**src/rtl/dma_arbiter_pkg.sv**
```systemverilog
// rtl/dma_arbiter_pkg.sv - shared arbiter state encoding and bus-field bundle
package dma_arbiter_pkg;

    typedef enum logic [1:0] {
        IDLE = 2'd0,
        BUSY = 2'd1,
        TURN = 2'd2
    } arb_state_t;

    // Request-side fields forwarded to the shared bus; also used by the memory arbiter.
    typedef struct packed {
        logic [19:1] addr;
        logic [15:0] data;
        logic        wr_en;
        logic [1:0]  bytesel;
        logic        io;
    } bus_fields_t;

endpackage

```
**src/rtl/dma_arbiter_if.sv**
```systemverilog
// rtl/dma_arbiter_if.sv - pin bundle between masters A/B, the arbiter and slave Q
interface dma_arbiter_if;

    logic [19:1] a_m_addr;
    logic [15:0] a_m_data_in;
    logic [15:0] a_m_data_out;
    logic        a_m_access;
    logic        a_m_ack;
    logic        a_m_wr_en;
    logic [1:0]  a_m_bytesel;
    logic        ioa;

    logic [19:1] b_m_addr;
    logic [15:0] b_m_data_in;
    logic [15:0] b_m_data_out;
    logic        b_m_access;
    logic        b_m_ack;
    logic        b_m_wr_en;
    logic [1:0]  b_m_bytesel;
    logic        iob;

    logic [19:1] q_m_addr;
    logic [15:0] q_m_data_in;
    logic [15:0] q_m_data_out;
    logic        q_m_access;
    logic        q_m_ack;
    logic        q_m_wr_en;
    logic [1:0]  q_m_bytesel;
    logic        ioq;
    logic        q_b;

    // master: the surrounding system (requesting masters plus the responding slave)
    modport master (
        output a_m_addr, a_m_data_out, a_m_access, a_m_wr_en, a_m_bytesel, ioa,
        input  a_m_data_in, a_m_ack,
        output b_m_addr, b_m_data_out, b_m_access, b_m_wr_en, b_m_bytesel, iob,
        input  b_m_data_in, b_m_ack,
        output q_m_data_in, q_m_ack,
        input  q_m_addr, q_m_data_out, q_m_access, q_m_wr_en, q_m_bytesel, ioq, q_b
    );

    // slave: the arbiter itself
    modport slave (
        input  a_m_addr, a_m_data_out, a_m_access, a_m_wr_en, a_m_bytesel, ioa,
        output a_m_data_in, a_m_ack,
        input  b_m_addr, b_m_data_out, b_m_access, b_m_wr_en, b_m_bytesel, iob,
        output b_m_data_in, b_m_ack,
        input  q_m_data_in, q_m_ack,
        output q_m_addr, q_m_data_out, q_m_access, q_m_wr_en, q_m_bytesel, ioq, q_b
    );

endinterface

```
**src/rtl/dma_arbiter_bus_mux.sv**
```systemverilog
// rtl/dma_arbiter_bus_mux.sv - 2:1 selector of bus-field bundles by grant
module dma_arbiter_bus_mux
    import dma_arbiter_pkg::*;
(
    input  logic        i_sel_b,
    input  bus_fields_t i_a,
    input  bus_fields_t i_b,
    output bus_fields_t o_q
);

    assign o_q = i_sel_b ? i_b : i_a;

endmodule

```
**src/rtl/dma_arbiter.sv**
```systemverilog
// rtl/dma_arbiter.sv - two-master fixed-priority arbiter onto a single slave bus
module dma_arbiter
    import dma_arbiter_pkg::*;
(
    input  logic          clk,
    input  logic          reset,
    dma_arbiter_if.slave  bus
);

    arb_state_t  r_state;
    logic        r_grant_b;

    bus_fields_t w_a_fields;
    bus_fields_t w_b_fields;
    bus_fields_t w_q_fields;
    logic        w_busy;
    logic        w_owner_access;

    always_ff @(posedge clk or posedge reset) begin
        if (reset) begin
            r_state   <= IDLE;
            r_grant_b <= 1'b0;
        end else begin
            case (r_state)
                IDLE: begin
                    if (bus.b_m_access) begin
                        r_grant_b <= 1'b1;
                        r_state   <= BUSY;
                    end else if (bus.a_m_access) begin
                        r_grant_b <= 1'b0;
                        r_state   <= BUSY;
                    end
                end
                BUSY: begin
                    if (bus.q_m_ack) begin
                        r_state <= TURN;
                    end
                end
                // Dead cycle so the owner can release before the next arbitration.
                TURN:    r_state <= IDLE;
                default: r_state <= IDLE;
            endcase
        end
    end

    assign w_a_fields = '{addr: bus.a_m_addr, data: bus.a_m_data_out, wr_en: bus.a_m_wr_en,
                          bytesel: bus.a_m_bytesel, io: bus.ioa};
    assign w_b_fields = '{addr: bus.b_m_addr, data: bus.b_m_data_out, wr_en: bus.b_m_wr_en,
                          bytesel: bus.b_m_bytesel, io: bus.iob};

    dma_arbiter_bus_mux u_bus_mux (
        .i_sel_b (r_grant_b),
        .i_a     (w_a_fields),
        .i_b     (w_b_fields),
        .o_q     (w_q_fields)
    );

    assign w_busy         = (r_state == BUSY);
    assign w_owner_access = r_grant_b ? bus.b_m_access : bus.a_m_access;

    assign bus.q_m_addr     = w_q_fields.addr;
    assign bus.q_m_data_out = w_q_fields.data;
    assign bus.q_m_wr_en    = w_q_fields.wr_en;
    assign bus.q_m_bytesel  = w_q_fields.bytesel;
    assign bus.ioq          = w_q_fields.io;
    assign bus.q_b          = r_grant_b;

    // Request drops in the ack cycle so an always-acking slave sees a single request.
    assign bus.q_m_access = w_busy & w_owner_access & ~bus.q_m_ack;

    assign bus.a_m_ack = bus.q_m_ack & w_busy & ~r_grant_b;
    assign bus.b_m_ack = bus.q_m_ack & w_busy &  r_grant_b;

    assign bus.a_m_data_in = bus.q_m_data_in;
    assign bus.b_m_data_in = bus.q_m_data_in;

endmodule

```
**src/flat_wrapper.sv**
```systemverilog
// flat-port wrapper written by rule: the top's interface ports become plain ports
module dma_arbiter_flat import dma_arbiter_pkg::*;
  (clk, reset, bus_a_m_addr, bus_a_m_data_out, bus_a_m_access, bus_a_m_wr_en, bus_a_m_bytesel, bus_ioa, bus_a_m_data_in, bus_a_m_ack, bus_b_m_addr, bus_b_m_data_out, bus_b_m_access, bus_b_m_wr_en, bus_b_m_bytesel, bus_iob, bus_b_m_data_in, bus_b_m_ack, bus_q_m_data_in, bus_q_m_ack, bus_q_m_addr, bus_q_m_data_out, bus_q_m_access, bus_q_m_wr_en, bus_q_m_bytesel, bus_ioq, bus_q_b);
  dma_arbiter_if bus_i ();
  input  logic clk;
  input  logic reset;
  input wire logic [$bits(bus_i.a_m_addr)-1:0] bus_a_m_addr;
  input wire logic [$bits(bus_i.a_m_data_out)-1:0] bus_a_m_data_out;
  input wire logic [$bits(bus_i.a_m_access)-1:0] bus_a_m_access;
  input wire logic [$bits(bus_i.a_m_wr_en)-1:0] bus_a_m_wr_en;
  input wire logic [$bits(bus_i.a_m_bytesel)-1:0] bus_a_m_bytesel;
  input wire logic [$bits(bus_i.ioa)-1:0] bus_ioa;
  output wire logic [$bits(bus_i.a_m_data_in)-1:0] bus_a_m_data_in;
  output wire logic [$bits(bus_i.a_m_ack)-1:0] bus_a_m_ack;
  input wire logic [$bits(bus_i.b_m_addr)-1:0] bus_b_m_addr;
  input wire logic [$bits(bus_i.b_m_data_out)-1:0] bus_b_m_data_out;
  input wire logic [$bits(bus_i.b_m_access)-1:0] bus_b_m_access;
  input wire logic [$bits(bus_i.b_m_wr_en)-1:0] bus_b_m_wr_en;
  input wire logic [$bits(bus_i.b_m_bytesel)-1:0] bus_b_m_bytesel;
  input wire logic [$bits(bus_i.iob)-1:0] bus_iob;
  output wire logic [$bits(bus_i.b_m_data_in)-1:0] bus_b_m_data_in;
  output wire logic [$bits(bus_i.b_m_ack)-1:0] bus_b_m_ack;
  input wire logic [$bits(bus_i.q_m_data_in)-1:0] bus_q_m_data_in;
  input wire logic [$bits(bus_i.q_m_ack)-1:0] bus_q_m_ack;
  output wire logic [$bits(bus_i.q_m_addr)-1:0] bus_q_m_addr;
  output wire logic [$bits(bus_i.q_m_data_out)-1:0] bus_q_m_data_out;
  output wire logic [$bits(bus_i.q_m_access)-1:0] bus_q_m_access;
  output wire logic [$bits(bus_i.q_m_wr_en)-1:0] bus_q_m_wr_en;
  output wire logic [$bits(bus_i.q_m_bytesel)-1:0] bus_q_m_bytesel;
  output wire logic [$bits(bus_i.ioq)-1:0] bus_ioq;
  output wire logic [$bits(bus_i.q_b)-1:0] bus_q_b;
  assign bus_i.a_m_addr = bus_a_m_addr;
  assign bus_i.a_m_data_out = bus_a_m_data_out;
  assign bus_i.a_m_access = bus_a_m_access;
  assign bus_i.a_m_wr_en = bus_a_m_wr_en;
  assign bus_i.a_m_bytesel = bus_a_m_bytesel;
  assign bus_i.ioa = bus_ioa;
  assign bus_a_m_data_in = bus_i.a_m_data_in;
  assign bus_a_m_ack = bus_i.a_m_ack;
  assign bus_i.b_m_addr = bus_b_m_addr;
  assign bus_i.b_m_data_out = bus_b_m_data_out;
  assign bus_i.b_m_access = bus_b_m_access;
  assign bus_i.b_m_wr_en = bus_b_m_wr_en;
  assign bus_i.b_m_bytesel = bus_b_m_bytesel;
  assign bus_i.iob = bus_iob;
  assign bus_b_m_data_in = bus_i.b_m_data_in;
  assign bus_b_m_ack = bus_i.b_m_ack;
  assign bus_i.q_m_data_in = bus_q_m_data_in;
  assign bus_i.q_m_ack = bus_q_m_ack;
  assign bus_q_m_addr = bus_i.q_m_addr;
  assign bus_q_m_data_out = bus_i.q_m_data_out;
  assign bus_q_m_access = bus_i.q_m_access;
  assign bus_q_m_wr_en = bus_i.q_m_wr_en;
  assign bus_q_m_bytesel = bus_i.q_m_bytesel;
  assign bus_ioq = bus_i.ioq;
  assign bus_q_b = bus_i.q_b;
  dma_arbiter u_core (.clk(clk), .reset(reset), .bus(bus_i));
endmodule
```
**config.mk**
```make
export PLATFORM = sky130hd
export DESIGN_NAME = dma_arbiter_flat
export DESIGN_NICKNAME = d
export VERILOG_FILES = /design/src/rtl/dma_arbiter_pkg.sv /design/src/rtl/dma_arbiter_if.sv /design/src/rtl/dma_arbiter_bus_mux.sv /design/src/rtl/dma_arbiter.sv /design/src/flat_wrapper.sv
export SDC_FILE = /design/constraint.sdc
export NUM_CORES = 1
export LEC_CHECK = 0
export CAP_MARGIN = 40
export CORE_ASPECT_RATIO = 0.5
export CORE_MARGIN = 2
export CORE_UTILIZATION = 20
export CTS_CLUSTER_SIZE = 10
export DETAILED_ROUTE_END_ITERATION = 7
export HOLD_SLACK_MARGIN = 0.05
export PLACE_DENSITY = 0.87
export SETUP_SLACK_MARGIN = 0.1
export SLEW_MARGIN = 15
export SYNTH_ARGS = -nofsm -noshare
export SYNTH_HDL_FRONTEND = slang
export SYNTH_SLANG_ARGS = --single-unit
```
**constraint.sdc**
```tcl
create_clock -name clk -period 1.15 [get_ports clk]
set_input_delay 0.23 -clock clk [delete_from_list [all_inputs] [get_ports clk]]
set_output_delay 0.23 -clock clk [all_outputs]
set_load 0.05 [all_outputs]
```
# ---- After elaboration in Yosys (flattened, before gate mapping)
# Cells that the tools add are included.
dict set report totals {
  output_inout_bits 75
  ff_bits 3
  inputBits 99
}
dict set report classes {
  bitwise_logic 7
  reduce_logical 4
  eq_ne 3
  n_mux 8
}
# op n
set op_table {}
lappend op_table {{two-way mux 39 bit} 1}
lappend op_table {{two-way mux 2 bit} 3}
lappend op_table {{AND 1 bit} 5}
lappend op_table {{one-hot mux 2 bit (2 select lines)} 1}
lappend op_table {{AND reduction 2 bit} 2}
lappend op_table {{two-way mux 1 bit} 3}
lappend op_table {{!= test 3 bit, second input constant} 1}
lappend op_table {{== test 2 x 1 -> 1 bit, second input constant} 1}
lappend op_table {{zero test 2 bit} 1}
lappend op_table {{!= test 2 bit, second input constant} 1}
lappend op_table {{NOT 1 bit} 2}
lappend op_table {{nonzero test 2 bit} 1}

# ---- Depth between registers and ports, before layout
dict set report logic_depth {
  depth_word 3
  mapped_depth 3
  ltp_nobuf 2
}

# ---- Hierarchy
# From an unflattened synthesis, not the netlist that was laid out.
dict set report unflattened {
  hier_cells 89
  hier_area_um2 912.1
}
# mod area_each_um2 instances seq_area_each_um2 cells_each
set by_module_without_submodules {}
lappend by_module_without_submodules {dma_arbiter_bus_mux 518.0 1 0.0 43}
lappend by_module_without_submodules {dma_arbiter 394.1 1 75.1 46}

# ---- Least setup slack after synthesis
# OpenSTA, ideal clock, no wires.
dict set report synth_timing {
  path_type {register to output}
  from {reg u_core.r_grant_b (netlist: u_core.bus.q_b)}
  to {out bus_q_m_access}
  slack_ns -0.915
  stages_incl_launch_ff 4
  n_path_buf 1
  required_time_ns 0.920
  arrival_time_ns 1.835
  path_cell_list {dfrtp_1 buf_6 mux2i_1 nor4b_2}
}
dict set report synth_via {
  elab_chain_len 3
}
# item line
set synth_lines {}
lappend synth_lines {{start: declaration} dma_arbiter.sv:11} ;# logic r_grant_b;
lappend synth_lines {{start signal: assignment} dma_arbiter.sv:22} ;# r_grant_b <= 1'b0;
lappend synth_lines {{start signal: assignment} dma_arbiter.sv:27} ;# r_grant_b <= 1'b1;
lappend synth_lines {{start signal: assignment} dma_arbiter.sv:30} ;# r_grant_b <= 1'b0;
lappend synth_lines {{two-way mux 1 bit} dma_arbiter.sv:59} ;# assign w_owner_access = r_grant_b ? bus.b_m_access : bus.a_m_access;
lappend synth_lines {{AND 1 bit (2 in a row)} dma_arbiter.sv:69} ;# assign bus.q_m_access = w_busy & w_owner_access & ~bus.q_m_ack;
lappend synth_lines {{end: declaration} flat_wrapper.sv:27} ;# output wire logic [$bits(bus_i.q_m_access)-1:0] bus_q_m_access;
# Every way passes these cells.

# ---- Worst setup path after layout
dict set report layout_timing {
  from {reg u_core.r_grant_b (netlist: u_core.bus.q_b)}
  to {out bus_q_m_addr[0]}
}
dict set report layout_via {
  elab_chain_len 1
}
# item line
set layout_lines {}
lappend layout_lines {{two-way mux 39 bit} dma_arbiter_bus_mux.sv:11} ;# assign o_q = i_sel_b ? i_b : i_a;
lappend layout_lines {{end: declaration} flat_wrapper.sv:25} ;# output wire logic [$bits(bus_i.q_m_addr)-1:0] bus_q_m_addr;
# Every way passes these cells.

==> impl_metrics.env <==
export IMPL_clkLatencyLatePin_ns=0.22
export IMPL_synth_cell_types=16
export IMPL_synth_top_area_cell="mux2_4"
export IMPL_fmax_ghz=0.626
export IMPL_firstDrtPassIters=2
export IMPL_netlist_area_leader_share_pct=53.7
export IMPL_antenna_found_initial=0
export IMPL_port_buffers=125
export IMPL_status="complete, but fails checks"
export IMPL_worstMarginPinSlew_ns=0.300
export IMPL_dpl_cell_area_um2=2580
export IMPL_start_util_pct=20.9
export IMPL_final_max_slew_viol_count=0
export IMPL_tns_ns=-18.14
export IMPL_max_cap_viol_count=0
export IMPL_final_util_pct=54.1
export IMPL_die_h_um=54.9
export IMPL_syn_area_um2=1030
export IMPL_yosysWarnings=0
export IMPL_cts_tree="yes"
export IMPL_power_density_nw_per_um2=2360
export IMPL_failed_checks="setup timing"
export IMPL_syn_nets=189
export IMPL_r2r_start="u_core.r_state[0]$_DFFE_PP0P_"
export IMPL_cts_max_level=1
export IMPL_critPathCaptureType="output port"
export IMPL_post_route_cell_area_um2=2680
export IMPL_hp_class="in -> async"
export IMPL_grt_pass1_wl_mm=5.23
export IMPL_final_nets=295
export IMPL_vias=1016
export IMPL_totalWireLength_mm=3.88
export IMPL_power_leakage_nw=1.22
export IMPL_core_area_um2=4950
export IMPL_synth_area_top_cells="mux2_4 54%, buf_4 23%, dfrtp_1 7.3%, buf_6 5.4%, mux2_2 2.2%"
export IMPL_fillers=401
export IMPL_wl_per_cell_um=14.6
export IMPL_switchingPower_mw=2.88
export IMPL_fin_ws_ns=-0.446
export IMPL_pre_cts_slack_ns=-0.441
export IMPL_die_w_um=106
export IMPL_combPwrFrac_pct=91.6
export IMPL_cp_arrival_ns=1.37
export IMPL_peakVddDrop_mv=0.904
export IMPL_area_delta_synth_final_pct=159
export IMPL_min_period_ns=1.60
export IMPL_path_class="reg -> out"
export IMPL_p_int_mw=3.44
export IMPL_hold_viol=0
export IMPL_syn_inst=90
export IMPL_hpwl_mm=3.38
export IMPL_power_frac_clock_pct=5.0
export IMPL_grt_overflow=0
export IMPL_rsz0062_at_grt="true"
export IMPL_numCtsBuffers=3
export IMPL_n_antenna_cell=0
export IMPL_final_common_cell="clkdlybuf4s50_1"
export IMPL_total_power_mw=6.33
export IMPL_clock_sink_count=3
export IMPL_cts_clk_slew_worst_paths_ns=0.03
export IMPL_synthArstFlopShare_pct=100
export IMPL_drive_above_1_share_pct=53.8
export IMPL_slowest_stage="dfrtp_2"
export IMPL_cp_startpoint="u_core.bus.q_b$_DFFE_PP0P_"
export IMPL_crit_chain="buf_4 -> mux2_4 -> buf_12"
export IMPL_pwr_share_seq_pct=3.5
export IMPL_relSlewSlack_pct=79.4
export IMPL_start_kind="flop"
export IMPL_fin_crit_sh_pct=139
export IMPL_grt_usage_pct=11.8
export IMPL_slowest_delay_ns=0.44
export IMPL_drtIter0Drc=16
export IMPL_synth_seq_cells=3
export IMPL_critical_path_top_delay_family="flip-flops"
export IMPL_synth_edff_count=0
export IMPL_fp_row_count=18
export IMPL_grt_max_degree=18
export IMPL_routabilityCongestion=0.831
export IMPL_die_area_um2=5800
export IMPL_ant_nets=0
export IMPL_ys_flop_type="dfrtp_1"
export IMPL_via_per_inst=3.83
export IMPL_ios=174
export IMPL_crit_buf_inv=2
export IMPL_grt_pass1_vias=1017
export IMPL_cp_max_fo=7
export IMPL_synth_seq_area_share_pct=7.26
export IMPL_syn_area_per_cell_um2=11.5
export IMPL_drc=0
export IMPL_sw_frac_of_total_pct=45.6
export IMPL_required_ns=0.92
export IMPL_clockBufferDepth=2
export IMPL_final_cell_mix="81 x clkdlybuf4s50_1, 42 x buf_12, 39 x mux2_4"
export IMPL_cts_root_buf="clkbuf_8"
export IMPL_finalSetupViolCount=43
export IMPL_skew_ns=0.00122
worst reg2reg max path: cells and delay by family (launching register included):
family	cells	cell delay, ns
simple gates	1	0.39
flops	1	0.42
compound gates	1	0.18
layer usage:
| metal | share of wire, % | track usage [%] |
|---|---|---|
| met2 | 59 | 23.8 |
| met1 | 33 | 12.4 |
| met3 | 6.5 | 2.98 |
| met5 | 0 | 0 |
| met4 | 1.0 | 5.04 |
registers in the layout, summed over array words and instances, names as in the netlist:
name and flops:
u_core.r_state 2, u_core.bus.q_b 1
worst paths after layout:
path | end | cells past startpoint | slack (ns)
setup reg to reg | u_core.bus.q_b$_DFFE_PP0P_ | 2 | 0.04
min in group clk | bus_a_m_data_in[13] | 0 | 0.46
setup / recovery | bus_q_m_addr[0] | 3 | -0.45
hold reg to reg | u_core.r_state[0]$_DFFE_PP0P_ | 1 | 0.54
max in group asynchronous | u_core.bus.q_b$_DFFE_PP0P_ | 2 | 0.80
hold / removal | u_core.r_state[0]$_DFFE_PP0P_ | 2 | 0.19
kinds of logic after synthesis:
group                  Yosys count  share of synthesized area (%)
AOI/OAI and AO/OA                2                           1.57
muxes                           40                           56.8
DFF                              3                           7.25
and+or+nand+nor                  7                           5.32
buffers and inverters           38                           29.0
synthesized netlist by cell type (2+ instances only):
master / number
buf_4: 32
buf_6: 5
dfrtp_1: 3
mux2_2: 2
mux2_4: 37
per-stage QoR:
stage / instances / hold WS [ns]
3_3_place_gp: 257 / 0.414
3_5_place_dp: 257 / 0.423
2_1_floorplan: 90 / -0.0164
5_1_grt: 265 / 0.238
4_1_cts: 263 / 0.195
6_report: 265 / 0.193
layout make-up:
cell class	instances	area (um^2)	area share, %
well taps	70	87.6	3.27
inverters	1	3.75	0.140
multi-input cells	49	691	25.8
flip-flops and latches	3	77.6	2.89
clock buffers	4	45.0	1.68
repair buffers	138	1780	66.3
what timing repair did:
action	4_1_cts	5_1_grt
buffers inserted	2	2
endpoints found under the setup margin	44	45
hold buffers	0	0
pin swaps	0	2
gates resized for setup	5	3
power groups by stage:
stage	logic (mW)	registers, mW	clock network, mW
global route	5.96	0.227	0.321
finish	5.79	0.220	0.314
CTS	5.80	0.218	0.312
floorplan	3.46	0.242	0
detailed placement	5.71	0.221	0
global placement	5.62	0.218	0
Note: power is estimated with default switching activity, not from simulation.
